## config.mk

```make
export PLATFORM = sky130hd
export DESIGN_NAME = mem_port_arbiter
export DESIGN_NICKNAME = d
export VERILOG_FILES = /design/src/rtl/mem_port_arbiter.sv
export SDC_FILE = /design/constraint.sdc
export NUM_CORES = 1
export LEC_CHECK = 0
export ABC_CLOCK_PERIOD_IN_PS = 1900
export BUFFER_PORTS_ARGS = -buffer_cell sky130_fd_sc_hd__buf_2
export CORE_AREA = 2 2 99 101
export DETAILED_ROUTE_END_ITERATION = 7
export DIE_AREA = 0 0 101 103
export SLEW_MARGIN = 20
export SYNTH_ARGS = -nofsm -noshare
export SYNTH_HDL_FRONTEND = slang
export SYNTH_SLANG_ARGS = --single-unit
```

## constraint.sdc

```tcl
create_clock -name clk -period 1.9 [get_ports clk]
set_input_delay 0.095 -clock clk [delete_from_list [all_inputs] [get_ports clk]]
set_output_delay 0.095 -clock clk [all_outputs]
set_load 0.02 [all_outputs]
```

## src/rtl/mem_port_arbiter.sv

```systemverilog
// Arbitrates a single-port word memory between the instruction-fetch (read-only)
// and load/store requesters, issuing in the accept cycle and routing the response one cycle later.
module mem_port_arbiter #(
  parameter int ADDR_W = 8
) (
  input  logic              clk,
  input  logic              rst_n,

  input  logic              if_req_valid,
  output logic              if_req_ready,
  input  logic [31:0]       if_addr,
  output logic              if_rsp_valid,
  output logic [31:0]       if_rsp_data,
  output logic              if_rsp_err,

  input  logic              ls_req_valid,
  output logic              ls_req_ready,
  input  logic              ls_we,
  input  logic [31:0]       ls_addr,
  input  logic [31:0]       ls_wdata,
  input  logic [3:0]        ls_mask,
  output logic              ls_rsp_valid,
  output logic [31:0]       ls_rsp_data,
  output logic              ls_rsp_err,

  output logic              mem_request,
  output logic              mem_we_re,
  output logic [ADDR_W-1:0] mem_address,
  output logic [31:0]       mem_data_in,
  output logic [3:0]        mem_mask,
  input  logic [31:0]       mem_data_out
);

  typedef enum logic {
    PORT_IF = 1'b0,
    PORT_LS = 1'b1
  } port_e;

  // Round-robin pointer: 1 means IF wins the next conflict, so reset favours LS.
  logic  r_rr_if;
  logic  r_pend_valid;
  port_e r_pend_port;
  logic  r_pend_write;
  logic  r_pend_err;

  logic  w_conflict;
  logic  w_if_grant;
  logic  w_ls_grant;
  logic  w_if_err;
  logic  w_ls_err;
  logic  w_rd_ok;
  logic  w_unused_ls_lsb;

  // Readys depend only on the valids and the pointer; rst_n masks them so nothing
  // is accepted or issued while the block is held in reset.
  assign w_conflict = if_req_valid & ls_req_valid;
  assign w_if_grant = rst_n & if_req_valid & (~ls_req_valid | r_rr_if);
  assign w_ls_grant = rst_n & ls_req_valid & (~if_req_valid | ~r_rr_if);

  assign if_req_ready = w_if_grant;
  assign ls_req_ready = w_ls_grant;

  assign w_if_err = (|if_addr[31:ADDR_W+2]) | (|if_addr[1:0]);
  assign w_ls_err = |ls_addr[31:ADDR_W+2];

  // LS byte-offset bits are meaningless to a word memory; lanes come via the mask.
  assign w_unused_ls_lsb = ^ls_addr[1:0];

  // NOTE: every output gets a default first so no path through the block leaves a latch.
  always_comb begin
    mem_request = 1'b0;
    mem_we_re   = 1'b0;
    mem_address = '0;
    mem_data_in = '0;
    mem_mask    = '0;
    if (w_ls_grant && !w_ls_err) begin
      mem_request = 1'b1;
      mem_we_re   = ls_we;
      mem_address = ls_addr[ADDR_W+1:2];
      mem_data_in = ls_wdata;
      mem_mask    = ls_mask;
    end else if (w_if_grant && !w_if_err) begin
      mem_request = 1'b1;
      mem_address = if_addr[ADDR_W+1:2];
    end
  end

  // NOTE: sequential state uses non-blocking assignment so all registers update together.
  always_ff @(posedge clk or negedge rst_n) begin
    if (!rst_n) begin
      r_rr_if      <= 1'b0;
      r_pend_valid <= 1'b0;
      r_pend_port  <= PORT_IF;
      r_pend_write <= 1'b0;
      r_pend_err   <= 1'b0;
    end else begin
      r_pend_valid <= w_if_grant | w_ls_grant;
      r_pend_port  <= w_ls_grant ? PORT_LS : PORT_IF;
      r_pend_write <= w_ls_grant & ls_we;
      r_pend_err   <= w_ls_grant ? w_ls_err : (w_if_grant & w_if_err);
      if (w_conflict) begin
        r_rr_if <= ~r_rr_if;
      end
    end
  end

  // Only a successful read carries memory data; stores and errors return zero.
  assign w_rd_ok = r_pend_valid & ~r_pend_write & ~r_pend_err;

  assign if_rsp_valid = r_pend_valid & (r_pend_port == PORT_IF);
  assign ls_rsp_valid = r_pend_valid & (r_pend_port == PORT_LS);

  assign if_rsp_data  = (if_rsp_valid & w_rd_ok) ? mem_data_out : 32'h0;
  assign ls_rsp_data  = (ls_rsp_valid & w_rd_ok) ? mem_data_out : 32'h0;

  assign if_rsp_err   = if_rsp_valid & r_pend_err;
  assign ls_rsp_err   = ls_rsp_valid & r_pend_err;

endmodule

```

## After elaboration in Yosys (flattened, before gate mapping)

Cells that the tools add are included.

- Bitwise gates (word level): 25
- Reductions and logical operators: 7
- Muxes and demuxes: 11

Operators by type and width:

| cell | number |
|---|---|
| two-way mux 32 bit | 3 |
| OR reduction 22 bit | 2 |
| two-way mux 8 bit | 2 |
| AND 1 bit | 15 |
| NOT 1 bit | 6 |
| two-way mux 1 bit | 5 |
| two-way mux 4 bit | 1 |
| bitwise OR 1 bit | 4 |
| logical AND 1 bit | 2 |
| zero test 1 bit | 2 |
| OR reduction 2 bit | 1 |

- Flip-flop bits (word level): 5
- Logic and storage cells: 48
- Bits of input ports: 137
- Output and inout port bits: 116

## Depth between registers and ports, before layout

Gate-level depths: netlist (run 1).

- Depth after elaboration: 6
- Gate-level depth with buffers: 6
- Depth with buffers taken out: 4

## Least setup slack after synthesis (run 1)

OpenSTA, ideal clock, no wires.

- Path type: register -> output
- Start point: reg r_pend_port
- End point: out if_rsp_data[10]
- Cell stages (with the launch flop): 5
- Data arrival time: 1511 ps
- Slack: 294 ps
- Data required time: 1805 ps
- Buffers on the path: 1
- Cells stage by stage: dfrtp_1 -> and2b_1 -> nor3b_1 -> clkbuf_1 -> and2_1

- Word-level cells in the longest chain between the ends: 4

RTL lines:

| item | line | RTL |
|---|---|---|
| start: declaration | 42 | `port_e r_pend_port;` |
| start signal: assignment | 98 | `r_pend_port <= w_ls_grant ? PORT_LS : PORT_IF;` |
| NOT 1 bit | 110 | `assign if_rsp_valid = r_pend_valid & (r_pend_port == PORT_IF);` |
| AND 1 bit | 110 |  |
| via if_rsp_valid | 12 | `output logic if_rsp_valid,` |
| AND 1 bit | 113 | `assign if_rsp_data = (if_rsp_valid & w_rd_ok) ? mem_data_out : 32'h0;` |
| two-way mux 32 bit | 113 |  |
| end: declaration | 13 | `output logic [31:0] if_rsp_data,` |

The timed path passes the listed nets, and every way through them passes these cells.

## Worst setup path in the final report (run 1)

- Start point: reg r_rr_if
- End point: out mem_data_in[16]

- Word-level cells in the longest chain between the ends: 5

RTL lines:

| item | line | RTL |
|---|---|---|
| start: declaration | 40 | `logic r_rr_if;` |
| start signal: assignment | 102 | `r_rr_if <= ~r_rr_if;` |
| NOT 1 bit | 58 | `assign w_ls_grant = rst_n & ls_req_valid & (~if_req_valid \| ~r_rr_if);` |
| bitwise OR 1 bit | 58 |  |
| AND 1 bit | 58 |  |
| logical AND 1 bit | 76 | `if (w_ls_grant && !w_ls_err) begin` |
| two-way mux 32 bit | 76 |  |
| end: declaration | 29 | `output logic [31:0] mem_data_in,` |

No other way between the ends.

==> results of run 1 <==
## metrics by stage
step,area [µm²],std cells
5_1_grt,2580,525
3_5_place_dp,2520,520
6_report,2580,525
4_1_cts,2580,525
3_3_place_gp,2520,520
2_1_floorplan,1130,160
## cells in the mapped netlist (2+ instances only)
library cell  number  area share (%)
and2_1           104              58
nor4_1            11             6.1
clkbuf_1           6             2.0
and4_1             2             1.6
a32o_1             8             7.1
dfrtp_1            5              11
nand2_1            4             1.3
nor3b_1            3             2.0
buf_6              4             4.0
## what timing repair did
item,4_1_cts,5_1_grt
hold buffers,1,0
endpoints found under the hold margin,5,0
setup buffers,0,0
## worst paths after layout
path	end	slack, ps	cells after the start
min reg2reg	r_rr_if$_DFFE_PN0P_	530	1
max in group asynchronous	r_rr_if$_DFFE_PN0P_	1400	2
max	mem_data_in[16]	180	5
min in group asynchronous	r_pend_write$_DFF_PN0_	300	2
max reg2reg	r_pend_err$_DFF_PN0_	710	4
min	r_pend_write$_DFF_PN0_	130	2
## cell families after synthesis
group           Yosys count  share of synthesized area, %
xor+xnor                  1                         0.776
simple gates            130                          71.7
buf+inv                  12                          6.76
flops                     5                          11.1
compound gates           12                          9.65
## per-layer routing
metal / GRT usage (%) / up-vias / share of wire [%]
met2: 18.7 / 146 / 50
li1: - / 1032 / -
met5: 0 / - / 0
met1: 10.8 / 839 / 39
met3: 1.49 / 2 / 9.7
met4: 1.87 / 0 / 0.68
## worst max-delay path: stages (launching register included)
cell	delay [ps]
dfrtp_1	410
a21oi_2	180
and4_1	270
buf_12	200
and2_1	170
buf_2	170
## power by group through the flow
stage	clock, mW	combinational (mW)	sequential (mW)
floorplan	0	0.164	0.139
global placement	0	0.381	0.143
detailed placement	0	0.390	0.144
CTS	0.202	0.391	0.144
global route	0.211	0.426	0.147
finish	0.199	0.385	0.143
## state kept, by name, indices dropped and copies added, names as in the netlist
register      count
r_rr_if           1
r_pend_err        1
r_pend_port       1
r_pend_write      1
r_pend_valid      1
## placed cells by master (no fill, tap or decap), types with 2 or more instances in the layout
cell type / count
nand2_1: 4
dfrtp_1: 5
and4_1: 2
clkbuf_8: 3
and2_1: 104
nor4_1: 11
nor3b_2: 2
a32o_1: 8
buf_4: 6
buf_2: 250
## cell type report
type,instances,share of cell area [%]
clock buffer,4,1.75
timing repair buffer,258,51.4
inverter,1,0.145
tap,114,5.53
multi-input combinational,143,36.3
sequential,5,4.85
==> flow_summary_export.csv, run 1 <==
group,metric,value,unit
run_status,status,"completed",
clocking,clock_latency,220,ps
synthesis,synth_area_per_cell,7.05,µm²
sta,max_slew_margin,77.0,%
die,pin_count,253,
drt,wl_per_cell,11.2,µm
die,rows,36,
synthesis,syn_inst,160,
sta,fin_tns_setup,0,ps
die,die_h,103,µm
sta,worstMarginPinSlew,342,ps
worst_setup_path,crit_path_start_kind,"register",
grt,track_usage,9.51,%
final_layout,num-nets-final,549,
final_layout,area_delta_synth_final,129,%
drt,wl,5890,µm
grt,antenna_found_initial,0,
pwr,p_sw,0.265,mW
pwr,internal-power,0.462,mW
drt,via_per_inst,3.85,
clocking,cts_tree,"done",
pwr,p_seq_share,19.7,%
sta,fin_skew,3.12,ps
sta,setup_ws,179,ps
final_layout,drive_gt1_share,64.2,%
sta,min_period,1720,ps
sta,holdWs,127,ps
drt,drtPass1Iterations,4,
synthesis,ys_types,22,
clocking,htreeDepth,1,
placement,numPortBuffers,250,
die,start_util,11.9,%
worst_setup_path,r2r_start,"r_rr_if$_DFFE_PN0P_",
sta,rsz0062_at_grt,"false",
worst_setup_path,critPathLaunch,"r_rr_if$_DFFE_PN0P_",
placement,dp_hpwl,5360,µm
worst_setup_path,critPathArrivalTime,1630,ps
clocking,clockBufferDepth,2,
worst_setup_path,setup.worst_path.class,"reg -> out",
die,core-area,0.00946,mm²
pwr,fin_total_pwr,0.727,mW
pwr,swShare,36.4,%
drt,ant_nets,0,
final_layout,utilization,27.3,%
clocking,cts_resized,0,
drt,drc,0,
sta,slew_viol_final,0,
grt,grt_pass1_wl,7820,µm
grt,first_global_vias,1712,
grt,gr-total-overflow,0,
final_layout,regArea,125,µm²
synthesis,synth_edf_count,0,
clocking,cts_root_buf,"clkbuf_8",
clocking,cts.sinks,5,
pwr,pwr-share-clk,27.3,%
worst_setup_path,cp_max_fo,45,
drt,vias,2019,
sta,hold_violations,0,
worst_hold_path,hp-class,"in -> reg",
final_layout,multiInputGateArea,937,µm²
placement,gp_congestion,0.751,
die,die-width,101,µm
grt,grt_max_degree,46,
sta,fmax,0.581,GHz
clocking,clk_pin_slew,40,ps
pwr,p_per_area,282,mW/mm²
synthesis,ys.flop_type,"dfrtp_1",
job,drv_cap,0,
synthesis,synth_nets,297,
drt,first_iter_violations,26,
pwr,leakagePower,1.68,nW
sta,setup_viol,0,
final_layout,nFillCells,1060,
synthesis,ys_async_sr_fraction,100,%
pwr,power.share.combinational,53.0,%
die,dieArea,0.0104,mm²
worst_setup_path,end_kind,"primary output",
final_layout,diodes,0,
synthesis,ys_seq_area_share,11.1,%
pwr,vdd_ir_drop_max,185,µV
synthesis,ys_seq_elements,5,
synthesis,synth_area,0.00113,mm²
clocking,numCtsBuffers,3,
worst_setup_path,critPathRequiredTime,1800,ps
worst_hold_path,min-delay-start,"ls_we",
placement,place_ws,224,ps
synthesis,yosys_warnings,0,
sta,post-route-period-util,90.6,%
Power figures use the tool's default switching activity.
==> run 2, diff against run 1 <==
--- a/config.mk
+++ b/config.mk
@@ -5,7 +5,7 @@
 export SDC_FILE = /design/constraint.sdc
 export NUM_CORES = 1
 export LEC_CHECK = 0
-export ABC_CLOCK_PERIOD_IN_PS = 1900
+export ABC_CLOCK_PERIOD_IN_PS = 1380
 export BUFFER_PORTS_ARGS = -buffer_cell sky130_fd_sc_hd__buf_2
 export CORE_AREA = 2 2 99 101
 export DETAILED_ROUTE_END_ITERATION = 7
==> constraint.sdc (replaced) <==
create_clock -name clk -period 1.38 [get_ports clk]
set_input_delay 0.069 -clock clk [delete_from_list [all_inputs] [get_ports clk]]
set_output_delay 0.069 -clock clk [all_outputs]
set_load 0.02 [all_outputs]
==> flow_summary_export.csv, run 2 (synthesis gave the netlist of run 1 again) <==
group,metric,value,unit
run_status,status,"finished, violations left",
run_status,violations,"negative setup slack",
worst_hold_path,hp-class,"in -> reg",
die,die-width,101,µm
grt,grt_max_degree,48,
worst_setup_path,crit_path_start_kind,"register",
die,start_util,11.9,%
placement,dp_hpwl,5380,µm
sta,rsz0062_at_grt,"true",
drt,drc,0,
grt,grt_pass1_wl,8920,µm
grt,use_met1,11.2,%
final_layout,area_delta_synth_final,229,%
sta,worstMarginPinSlew,231,ps
drt,drtPass1Iterations,4,
die,pin_count,253,
sta,setup_viol,111,
final_layout,num-nets-final,567,
drt,vias,2234,
die,dieArea,0.0104,mm²
clocking,cts_tree,"done",
job,drv_cap,0,
final_layout,fin_area,0.00372,mm²
sta,setup_ws,-262,ps
final_layout,drive_gt1_share,90.7,%
drt,ant_nets,0,
drt,first_iter_violations,26,
sta,holdWs,120,ps
final_layout,utilization,39.3,%
final_layout,final_cell_mix,"138 x buf_2, 122 x buf_6, 55 x and2_4",
sta,max_slew_margin,84.4,%
clocking,clk_pin_slew,30,ps
pwr,vdd_ir_drop_max,251,µV
grt,use_met3,0.678,%
drt,via_per_inst,4.11,
sta,min_period,1640,ps
grt,antenna_found_initial,0,
final_layout,final_common_cell,"buf_2",
grt,gr-total-overflow,0,
drt,wl,7630,µm
clocking,cts_root_buf,"clkbuf_8",
sta,slew_viol_final,0,
placement,dpl_cell_area,0.00271,mm²
worst_setup_path,critPathArrivalTime,1570,ps
die,die_h,103,µm
sta,post-route-period-util,119,%
clocking,numCtsBuffers,3,
placement,gp_congestion,0.783,
placement,numPlacedInstances,527,
grt,grt_busiest_layer,"met2",
clocking,clockBufferDepth,2,
worst_setup_path,setup.worst_path.class,"reg -> out",
sta,hold_violations,0,
clocking,htreeDepth,1,
clocking,clock_latency,220,ps
sta,fmax,0.609,GHz
die,core-area,0.00946,mm²
die,rows,36,
grt,gr-usage-met2,23.3,%
sta,fin_tns_setup,-21050,ps
drt,wl_per_cell,14.1,µm
placement,numPortBuffers,250,
clocking,cts.sinks,5,
worst_setup_path,end_kind,"primary output",
final_layout,fin_cells,543,
pwr,leakagePower,2.03,nW
pwr,p_per_area,344,mW/mm²
worst_setup_path,critPathRequiredTime,1310,ps
sta,fin_skew,1.63,ps
grt,track_usage,10.9,%
grt,first_global_vias,1945,
worst_setup_path,cp_max_fo,11,
final_layout,diodes,0,
## run 2: path summary, 6_finish.rpt
kind                                       start                      to  slack (ps)  depth (start not counted)
setup / recovery           r_pend_port$_DFF_PN0_          if_rsp_data[4]        -260                          6
hold / removal                             ls_we  r_pend_write$_DFF_PN0_         120                          2
setup reg to reg             r_rr_if$_DFFE_PN0P_    r_pend_err$_DFF_PN0_          90                          5
hold reg to reg              r_rr_if$_DFFE_PN0P_     r_rr_if$_DFFE_PN0P_         640                          2
max in group asynchronous                  rst_n   r_pend_port$_DFF_PN0_         870                          3
min in group asynchronous                  rst_n     r_rr_if$_DFFE_PN0P_         330                          3
## run 2: repair_timing
item | CTS | global route
gates resized for setup | 135 | 163
hold buffers | 1 | 0
setup buffers | 5 | 1
setup endpoints to repair | 111 | 112
endpoints found under the hold margin | 5 | 0
pin swaps | 1 | 30
gates cloned | 3 | 3
## run 2: power breakdown
group	switching, mW	internal [mW]
Clock	0.0728	0.198
Sequential	0.0275	0.172
Combinational	0.350	0.459
## run 2: worst max-delay path: stages, from the launching register on
cell     delay (ps)
dfrtp_1         390
and2b_2         220
nor3b_4         210
buf_6           140
buf_12          120
and2_4          150
buf_6           110
## run 2: area by class of cell
cell class / count / area (µm²)
fillers: 914 / 5740
well taps: 114 / 143
inverters: 1 / 3.75
repair buffers: 276 / 2230
clock buffers: 4 / 45.0
multi-input cells: 143 / 1170
flip-flops and latches: 5 / 125
## run 2: per-layer routing
| layer | part of all wire [%] | up-vias | wire length (µm) |
|---|---|---|---|
| li1 | - | 1070 | - |
| met5 | 0 | - | 0 |
| met1 | 35 | 1017 | 2640 |
| met4 | 0.76 | 0 | 58 |
| met2 | 57 | 143 | 4350 |
| met3 | 7.5 | 4 | 576 |
## run 2: stage by stage
step | setup WS (ps) | power [mW]
after global routing | -318 | 1.36
final | -262 | 1.28
after floorplan | -17.9 | 0.450
after CTS | -266 | 1.22
after global placement | -75.4 | 0.799
after detailed placement | -115 | 0.813
